$ cat src/rtl/serial_descrambler_if.sv
// Serial bit-stream interface for serial_descrambler: one scrambled bit in, one descrambled bit out.
// SERIAL_DESCRAMBLER_BYPASS_EN adds the bypass control signal.
interface serial_descrambler_if;
    logic enable;
    logic resync;
    logic bit_in;
    logic bit_out;
    logic out_valid;
    logic locked;
`ifdef SERIAL_DESCRAMBLER_BYPASS_EN
    logic bypass;

    modport master (
        output enable, resync, bit_in, bypass,
        input  bit_out, out_valid, locked
    );
    modport slave (
        input  enable, resync, bit_in, bypass,
        output bit_out, out_valid, locked
    );
`else
    modport master (
        output enable, resync, bit_in,
        input  bit_out, out_valid, locked
    );
    modport slave (
        input  enable, resync, bit_in,
        output bit_out, out_valid, locked
    );
`endif
endinterface

$ cat src/rtl/serial_descrambler.sv
// Self-synchronising descrambler for G(x) = x^TAP_A + x^TAP_B + 1 with fill/lock qualification.
// Optional feature: SERIAL_DESCRAMBLER_BYPASS_EN adds a bypass input that passes bit_in straight through.
module serial_descrambler #(
    parameter int TAP_A = 58,
    parameter int TAP_B = 39,
    parameter int CNT_W = 6
) (
    input  logic                clk,
    input  logic                rst_n,
    serial_descrambler_if.slave bus
);

    localparam logic [0:0] ST_FILL   = 1'b0;
    localparam logic [0:0] ST_LOCKED = 1'b1;

    localparam logic [CNT_W-1:0] FILL_LAST = CNT_W'(TAP_A - 1);
    localparam logic [CNT_W-1:0] FILL_SAT  = CNT_W'(TAP_A);

    // History of received (scrambled) bits, newest in bit 0.
    logic [TAP_A-1:0] s;
    logic [CNT_W-1:0] fill_cnt;
    logic [0:0]       state;
    logic             bit_out_q;
    logic             out_valid_q;

    logic descr_bit;
    logic next_bit;
    logic bypass_on;

`ifdef SERIAL_DESCRAMBLER_BYPASS_EN
    assign bypass_on = bus.bypass;
`else
    assign bypass_on = 1'b0;
`endif

    assign descr_bit = bus.bit_in ^ s[TAP_A-1] ^ s[TAP_B-1];
    assign next_bit  = bypass_on ? bus.bit_in : descr_bit;

    // NOTE: state is updated with non-blocking assignments so every register samples pre-edge values.
    always_ff @(posedge clk) begin
        if (!rst_n) begin
            s           <= '0;
            fill_cnt    <= '0;
            state       <= ST_FILL;
            bit_out_q   <= 1'b0;
            out_valid_q <= 1'b0;
        end else if (bus.resync) begin
            // Concurrent enable bit is dropped; bit_out keeps its last value.
            s           <= '0;
            fill_cnt    <= '0;
            state       <= ST_FILL;
            out_valid_q <= 1'b0;
        end else if (bus.enable) begin
            s           <= {s[TAP_A-2:0], bus.bit_in};
            bit_out_q   <= next_bit;
            out_valid_q <= bypass_on || (state == ST_LOCKED);
            if (fill_cnt != FILL_SAT) begin
                fill_cnt <= fill_cnt + 1'b1;
            end
            if ((state == ST_FILL) && (fill_cnt == FILL_LAST)) begin
                state <= ST_LOCKED;
            end
        end else begin
            out_valid_q <= 1'b0;
        end
    end

    assign bus.bit_out   = bit_out_q;
    assign bus.out_valid = out_valid_q;
    assign bus.locked    = (state == ST_LOCKED);

endmodule

$ cat src/flat_wrapper.sv
// flat-port wrapper written by rule: the top's interface ports become plain ports
module serial_descrambler_flat 
#(
    parameter int TAP_A = 58,
    parameter int TAP_B = 39,
    parameter int CNT_W = 6
)
  (clk, rst_n, bus_enable, bus_resync, bus_bit_in, bus_bit_out, bus_out_valid, bus_locked);
  serial_descrambler_if bus_i ();
  input  logic clk;
  input  logic rst_n;
  input wire logic [$bits(bus_i.enable)-1:0] bus_enable;
  input wire logic [$bits(bus_i.resync)-1:0] bus_resync;
  input wire logic [$bits(bus_i.bit_in)-1:0] bus_bit_in;
  output wire logic [$bits(bus_i.bit_out)-1:0] bus_bit_out;
  output wire logic [$bits(bus_i.out_valid)-1:0] bus_out_valid;
  output wire logic [$bits(bus_i.locked)-1:0] bus_locked;
  assign bus_i.enable = bus_enable;
  assign bus_i.resync = bus_resync;
  assign bus_i.bit_in = bus_bit_in;
  assign bus_bit_out = bus_i.bit_out;
  assign bus_out_valid = bus_i.out_valid;
  assign bus_locked = bus_i.locked;
  serial_descrambler #(.TAP_A(TAP_A), .TAP_B(TAP_B), .CNT_W(CNT_W)) u_core (.clk(clk), .rst_n(rst_n), .bus(bus_i));
endmodule
$ cat config.mk
export PLATFORM = sky130hd
export DESIGN_NAME = serial_descrambler_flat
export DESIGN_NICKNAME = d
export VERILOG_FILES = /design/src/rtl/serial_descrambler_if.sv /design/src/rtl/serial_descrambler.sv /design/src/flat_wrapper.sv
export SDC_FILE = /design/constraint.sdc
export NUM_CORES = 1
export LEC_CHECK = 0
export CAP_MARGIN = 20
export CORE_UTILIZATION = 32
export DETAILED_ROUTE_END_ITERATION = 8
export GPL_ROUTABILITY_DRIVEN = 0
export HOLD_SLACK_MARGIN = 0.12
export PLACE_DENSITY = 0.43
export SYNTH_ARGS = -nofsm -noshare
export SYNTH_HDL_FRONTEND = slang
export SYNTH_SLANG_ARGS = --single-unit
export TNS_END_PERCENT = 10
$ cat constraint.sdc
create_clock -name clk -period 2.4 [get_ports clk]
set_clock_uncertainty 0.1 [all_clocks]
set_input_delay 0.36 -clock clk [delete_from_list [all_inputs] [get_ports clk]]
set_output_delay 0.36 -clock clk [all_outputs]
set_load 0.005 [all_outputs]
-- Word-level counts from Yosys, hierarchy flattened
Index checks and enable logic that the tools add are counted.
W data, S select, Z words.
- multiplexer cells: 0
- div/mod/pow operators: 0
- bitwise operators: 6
- $mul: 0
- $add $sub $neg: 1
- shift-type cells: 0
- reductions and logical operators: 6
- magnitude comparators: 0
- equality and inequality tests: 2
- operators with widths (kind ; count):
    $add A6 B1 Y6 const B ; 1
    $eq A6 B6 Y1 const B ; 1
    $ne A6 B6 Y1 const B ; 1
    $reduce_and A2 Y1 ; 3
    $not A1 Y1 ; 4
    $reduce_or A3 Y1 ; 1
    $reduce_or A2 Y1 ; 1
    $xor A1 B1 Y1 ; 2
    $logic_and A1 B1 Y1 ; 1
- memories: 0
- bits in latches: 0
- input bits: 5
- register bits: 67
- memory bits (read-only): 0
- output and inout bits: 3
- RAM bits: 0

-- Longest topological paths before layout
Gate-level depths: netlist of the first run.
- depth in word-level cells: 3
- gate-level depth with buffers: 5
- mapped depth without buffers: 5

-- Least setup slack after synthesis of the first run
Ideal clock, no wire load.
- path type: flip-flop to flip-flop
- start: register u_core.fill_cnt[0]
- end: register u_core.fill_cnt[0]
- setup slack: 1.073 ns
- setup time: 0.140 ns
- stages on the path, launching flop included: 6
- path buffers: 0
- period minus slack after synthesis: 1.327 ns
- arrival: 1.087 ns
- data required time: 2.160 ns
- cells stage by stage: dfxtp_1 inv_1 ha_1 and4b_1 mux2i_1 o311ai_0
- cells in the longest elaborated chain, start to end: 2
- elaborated cells on any way between the ends: 3
- classes of those cells: add/sub (1); eq/ne (1); reduce/logical (1)
- RTL lines (item ; line ; RTL):
    start: declaration ; serial_descrambler.sv:21 ; logic [CNT_W-1:0] fill_cnt;
    start signal: assignment ; serial_descrambler.sv:58 ; fill_cnt <= fill_cnt + 1'b1;
    parallel branches: the longest is 2 deep, another holds $add A6 B1 Y6 ; -- ;
Several ways; the timed one is not identified.
A chain may end at the register's enable or synchronous reset.

-- Worst setup path in the final report of the first run
- start: register u_core.state, in the netlist u_core.bus.locked
- end: output bus_locked
- RTL lines (item ; line ; RTL):
    start: declaration ; serial_descrambler.sv:22 ; logic [0:0] state;
    start signal: assignment ; serial_descrambler.sv:44 ; state <= ST_FILL;
    start signal: assignment ; serial_descrambler.sv:51 ; state <= ST_FILL;
    start signal: assignment ; serial_descrambler.sv:61 ; state <= ST_LOCKED;
    end: declaration ; flat_wrapper.sv:17 ; output wire logic [$bits(bus_i.locked)-1:0] bus_locked;
No word-level cell between the ends.

==> results of run 1 <==
## metrics by stage
stage                     cells  hold slack [ps]
after floorplan             238              347
after global placement      332              352
after detailed placement    332              376
after CTS                   348              330
after global routing        348              354
final                       348              353
## flip-flops by register name, summed over array words and instances (netlist names)
register / count
u_core.bus.bit_out: 1
u_core.fill_cnt: 6
u_core.bus.locked: 1
u_core.bus.out_valid: 1
u_core.s: 58
## cell usage after synthesis (2+ instances only)
| cell | n |
|---|---|
| dfxtp_1 | 67 |
| nor2_1 | 62 |
| mux2i_1 | 59 |
| buf_2 | 7 |
| buf_4 | 6 |
| nand2_1 | 6 |
| ha_1 | 3 |
| xor2_1 | 3 |
| a21oi_1 | 2 |
| and4b_1 | 2 |
| inv_1 | 2 |
| nand2b_1 | 2 |
| nand4_1 | 2 |
## kinds of logic (layout without fill, tap and decap cells)
logic type	after synthesis	after routing	synth area share, %
AND/OR/NAND/NOR	79	79	13.4
flip-flops	67	67	53.4
multiplexers	59	59	23.5
buffers and inverters	17	28	4.08
AO/OA/AOI/OAI	10	10	3.14
adder cells (fa/ha/maj)	3	3	1.49
XOR/XNOR	3	3	1.05
## worst register-to-register path, stage by stage, from the launching register on
cell      delay [ps]
dfxtp_1          430
inv_1             80
ha_1             260
and4b_1          220
mux2i_1          120
o311ai_0         140
## power by group
| group | leakage, nW | total [mW] | internal [mW] | switching (mW) |
|---|---|---|---|---|
| clock network | 0.108 | 1.05 | 0.613 | 0.435 |
| registers | 0.540 | 1.12 | 1.11 | 0.00411 |
| logic | 0.507 | 0.0977 | 0.0416 | 0.0561 |
## worst min-delay path by stage
stage,to,slack [ps],depth (start not counted)
final,u_core.bus.out_valid$_SDFF_PP0_,350,3
after global routing,u_core.bus.out_valid$_SDFF_PP0_,350,3
after CTS,u_core.bus.out_valid$_SDFF_PP0_,330,3
after detailed placement,u_core.fill_cnt[5]$_SDFFE_PP0P_,380,2
after global placement,u_core.bus.out_valid$_SDFF_PP0_,350,2
after floorplan,u_core.bus.out_valid$_SDFF_PP0_,350,2
## cell type report
type	count	area (sq um)	share of cell area, %
timing repair buffer	10	115	3.99
sequential	67	1340	46.5
tap	99	124	4.29
clock buffer	10	138	4.77
inverter	2	7.51	0.260
clock inverter	6	88.8	3.08
multi-input combinational	154	1070	37.1
## per-layer routing
layer / track usage (%) / vias up / part of all wire, %
li1: - / 814 / -
met1: 13.1 / 716 / 53
met2: 15.2 / 15 / 42
met3: 4.21 / 9 / 3.3
met4: 6.45 / 0 / 2.3
met5: 0 / - / 0
==> flow_summary_export.csv, run 1 <==
group,metric,value,unit
clock_network,cts_resized,0,
timing,relSlewSlack,74.4,%
yosys,yosysTopAreaCell,"dfxtp_1",
clock_network,cts_root_buf,"clkbuf_8",
clock_network,cts_sinks,67,
worst_setup_path,cp-startpoint,"u_core.bus.locked$_SDFFE_PP0P_",
timing,fmax,0.592,GHz
power,worst_ir_drop_vdd,0.368,mV
clock_network,hold_buffers,0,
hold_path,min_from,"bus_enable",
worst_setup_path,r2r_end,"u_core.fill_cnt[0]$_SDFFE_PP0P_",
worst_setup_path,critical-path-top-delay-family,"buffers and inverters",
place,dp_hpwl,2180,um
worst_setup_path,rr_startpoint,"u_core.fill_cnt[0]$_SDFFE_PP0P_",
route,drc,0,
yosys,yosys-top-cells-area,"dfxtp_1, mux2i_1, nor2_1",
layout,fillers,762,
outcome,status,"finished, final reports clean",
timing,setup_violations,0,
floorplanning,io_pins,8,
layout,drive_above_1_share,9.24,%
route,drt_iter0_markers,39,
layout,nets,252,
route,num_vias,1554,
global_routing,overflow,0,
layout,final_cell_mix,"dfxtp_1, nor2_1, mux2i_1",
worst_setup_path,path_max_fanout,3,
route,drtAntennaViolNets,0,
power,p_total,2.26,mW
timing,drv_slew,0,
floorplanning,dieArea,8210,sq um
yosys,synth_top_area_share,53.4,%
power,powerDensity,784,nW/um^2
yosys,synth_edf_count,0,
timing,finalCritPeriodShare,70.4,%
yosys,synth_cells,238,
floorplanning,fp.dieH,90.6,um
floorplanning,rows,31,
yosys,yosysWarningCount,0,
global_routing,antenna_found_initial,0,
layout,antennaDiodeCount,0,
worst_setup_path,cp.arrival,1230,ps
place,place_area,2660,sq um
global_routing,grt_pass1_wl,6840,um
route,vias_per_cell,4.47,
timing,tns,0,ps
floorplanning,die_x,90.6,um
route,drtPass1Iterations,3,
clock_network,clockBufferDepth,2,
yosys,avgSynthCellArea,10.6,sq um
global_routing,grt_pass1_vias,1500,
worst_setup_path,critPathCaptureType,"output pin",
global_routing,grt_max_degree,46,
worst_setup_path,rrSetupSlack,910,ps
worst_setup_path,path_cells,"clkdlybuf4s50_1",
worst_setup_path,cp_slowest_cell,"clkdlybuf4s50_1",
yosys,netlist_area,2510,sq um
clock_network,cts_buffers,9,
global_routing,grt_usage,10.5,%
layout,post-route-util,39.0,%
layout,final_common_cell,"dfxtp_1",
timing,worst_slew_pin_slew,384,ps
worst_setup_path,worst-setup-path-type,"reg -> out",
worst_setup_path,r2r_cells,5,
yosys,ys_types,28,
layout,design_area,2890,sq um
yosys,ys.flop_type,"dfxtp_1",
worst_setup_path,cp_slowest_stage_delay,520,ps
route,routedWlPerCell,11.1,um
worst_setup_path,start_kind,"register",
worst_setup_path,critPathCapture,"bus_locked",
worst_setup_path,crit_required,1940,ps
hold_path,hold_class,"in -> reg",
worst_setup_path,path_depth,1,
timing,rsz0062_at_grt,"false",
clock_network,clk_latency,340,ps
timing,final_hold_viol_count,0,
worst_setup_path,path_buf_inv,1,
yosys,synth.ff_latch_count,67,
floorplanning,start_util,33.9,%
power,p_leak,1.16,nW
clock_network,clkSlewWorstSetupHoldPaths,80,ps
route,wl,3870,um
timing,setup_ws,711,ps
place,pre_cts_ws,657,ps
yosys,ys_async_sr_fraction,0,%
place,numPortBuffers,7,
run,drv_cap,0,
timing,period_needed,1690,ps
clock_network,cts_max_level,3,
layout,syn_to_final_growth,14.8,%
clock_network,post_cts_buffers,0,
floorplanning,coreArea,7410,sq um
yosys,ys_seq_area_share,53.4,%
yosys,synth_nets,246,
clock_network,cts_tree,"built",
No activity file was read; power rests on OpenSTA's default activity.
==> run 2: changes to the inputs <==
==> constraint.sdc (replaced) <==
create_clock -name clk -period 1.75 [get_ports clk]
set_clock_uncertainty 0.1 [all_clocks]
set_input_delay 0.2625 -clock clk [delete_from_list [all_inputs] [get_ports clk]]
set_output_delay 0.2625 -clock clk [all_outputs]
set_load 0.005 [all_outputs]
==> run 2 against run 1 <==
  * Utilization decreased by 0.22 points
  * Combinational power increased by 42%
  * Register-to-register slack got worse by 660 ps
  * Die area unchanged
  * Total power increased by 26%
  * Critical path type unchanged
  * Critical endpoint unchanged
  * Sequential power increased by 37%
  * Setup slack got worse by 540 ps
  * Design area decreased by 0.56%
  * First-iteration DRC count increased by 77%
  * Clock-buffer cell count increased by 1
  * Cell count increased by 0.86%
  * Global-route usage increased by 0.33 points
==> flow_summary_export.csv, run 2 (synthesis gave the netlist of run 1 again) <==
group,metric,value,unit
outcome,status,"finished, final reports clean",
clock_network,cts_buffers,9,
place,numPortBuffers,7,
worst_setup_path,cp.arrival,1220,ps
layout,fillers,752,
clock_network,clk_latency,330,ps
worst_setup_path,rr_startpoint,"u_core.fill_cnt[0]$_SDFFE_PP0P_",
route,drc,0,
worst_setup_path,cp_slowest_stage_delay,520,ps
timing,hold_ws,148,ps
timing,period_needed,1580,ps
layout,antennaDiodeCount,0,
place,dp_hpwl,2300,um
worst_setup_path,path_cells,"clkdlybuf4s50_1",
layout,drive_above_1_share,10.3,%
timing,setup_ws,172,ps
layout,final_common_cell,"dfxtp_1",
timing,finalCritPeriodShare,90.2,%
timing,final_hold_viol_count,0,
clock_network,clkSlewWorstSetupHoldPaths,70,ps
hold_path,hold-path-endpoint,"u_core.bus.out_valid$_SDFF_PP0_",
floorplanning,die_x,90.6,um
floorplanning,io_pins,8,
power,clkPwrFrac,41.3,%
worst_setup_path,start_kind,"register",
route,vias_per_cell,4.38,
clock_network,post_cts_buffers,0,
global_routing,use_met1,14.5,%
power,powerDensity,994,nW/um^2
clock_network,cts_max_level,3,
timing,fmax,0.634,GHz
worst_setup_path,crit_required,1390,ps
clock_network,cts_sinks,67,
global_routing,grt_pass1_wl,7070,um
route,drtAntennaViolNets,0,
timing,worst_slew_pin_slew,324,ps
timing,drv_slew,0,
route,drt_iter0_markers,69,
power,p_sw_share,23.5,%
timing,rsz0062_at_grt,"false",
worst_setup_path,path_buf_inv,1,
timing,relSlewSlack,78.1,%
power,intPower,2.18,mW
floorplanning,fp.dieH,90.6,um
worst_setup_path,critical-path-top-delay-family,"buffers and inverters",
floorplanning,coreArea,7410,sq um
route,num_vias,1538,
global_routing,overflow,0,
route,routedWlPerCell,11.1,um
hold_path,hold_class,"in -> reg",
timing,tns,0,ps
clock_network,cts_resized,0,
timing,setup_violations,0,
layout,final_cell_mix,"dfxtp_1, nor2_1, mux2i_1",
layout,top_register,"u_core.s",
power,power_frac_seq,53.8,%
worst_setup_path,worst-setup-path-type,"reg -> out",
layout,nets,255,
worst_setup_path,r2r_end,"u_core.fill_cnt[0]$_SDFFE_PP0P_",
power,p_total,2.85,mW
clock_network,cts_root_buf,"clkbuf_8",
power,p_leak,1.15,nW
layout,largest_reg_flops,58,
route,wl,3890,um
global_routing,top_usage_layer,"met2",
layout,top_regs,"u_core.s x58, u_core.fill_cnt x6",
route,drtPass1Iterations,4,
global_routing,grtUsageMet2,14.8,%
global_routing,grt_max_degree,54,
global_routing,grt_usage,10.9,%
power,worst_ir_drop_vdd,0.507,mV
floorplanning,dieArea,8210,sq um
hold_path,min_from,"bus_enable",
clock_network,cts_tree,"built",
layout,syn_to_final_growth,14.2,%
floorplanning,start_util,33.9,%
layout,design_area,2870,sq um
global_routing,antenna_found_initial,0,
worst_setup_path,cp_slowest_cell,"clkdlybuf4s50_1",
worst_setup_path,r2r_cells,5,
clock_network,clockBufferDepth,2,
place,pre_cts_ws,107,ps
power,p_sw,0.670,mW
hold_path,hold_depth,3,
floorplanning,rows,31,
worst_setup_path,rrSetupSlack,250,ps
global_routing,grt_pass1_vias,1511,
power,comb_power_share,4.9,%
worst_setup_path,path_max_fanout,3,
clock_network,hold_buffers,0,
run,drv_cap,0,
global_routing,use_met3,5.81,%
worst_setup_path,critPathCaptureType,"output pin",
place,place_area,2680,sq um
-- run 2: cell types whose count changed in the layout (fill, tap and decap cells not counted), sizes merged --
cell	previous run	this run
clkinvlp	2	3
bufinv	2	0
buf	4	7
inv	2	3
clkbuf	10	11
clkinv	2	1
-- run 2: power by group through the flow --
stage	registers [mW]	logic, mW	clock network (mW)
detailed placement	1.57	0.142	0
global placement	1.57	0.142	0
floorplan	1.57	0.104	0
finish	1.53	0.139	1.18
CTS	1.53	0.142	1.25
global route	1.54	0.153	1.32
-- run 2: final cells by class --
class / instances / area (sq um) / share of cell area, %
Clock buffer: 11 / 151 / 5.27
Clock inverter: 5 / 36.3 / 1.26
Inverter: 2 / 7.51 / 0.262
Multi-Input combinational cell: 154 / 1070 / 37.4
Sequential cell: 67 / 1340 / 46.7
Tap cell: 99 / 124 / 4.32
Timing Repair Buffer: 13 / 138 / 4.80
-- run 2: per-stage QoR --
| step | util, % | std cells |
|---|---|---|
| floorplan | - | 238 |
| global placement | 36.2 | 335 |
| detailed placement | 36.2 | 335 |
| CTS | 38.7 | 351 |
| global route | 38.7 | 351 |
| finish | 38.7 | 351 |
-- run 2: metal layers --
metal  part of all wire (%)  up-vias
met5                      0        -
met4                   0.82        0
met3                    4.7        4
met2                     41       17
met1                     54      696
li1                       -      821
-- run 2: worst max-delay path by stage --
| stage | from | to | slack (ps) | cells past startpoint |
|---|---|---|---|---|
| floorplan | u_core.fill_cnt[0]$_SDFFE_PP0P_ | u_core.fill_cnt[0]$_SDFFE_PP0P_ | 420 | 5 |
| global placement | rst_n | u_core.fill_cnt[0]$_SDFFE_PP0P_ | 120 | 4 |
| detailed placement | rst_n | u_core.fill_cnt[0]$_SDFFE_PP0P_ | 110 | 4 |
| CTS | u_core.bus.locked$_SDFFE_PP0P_ | bus_locked | 150 | 1 |
| global route | u_core.bus.locked$_SDFFE_PP0P_ | bus_locked | 120 | 1 |
| finish | u_core.bus.locked$_SDFFE_PP0P_ | bus_locked | 170 | 1 |
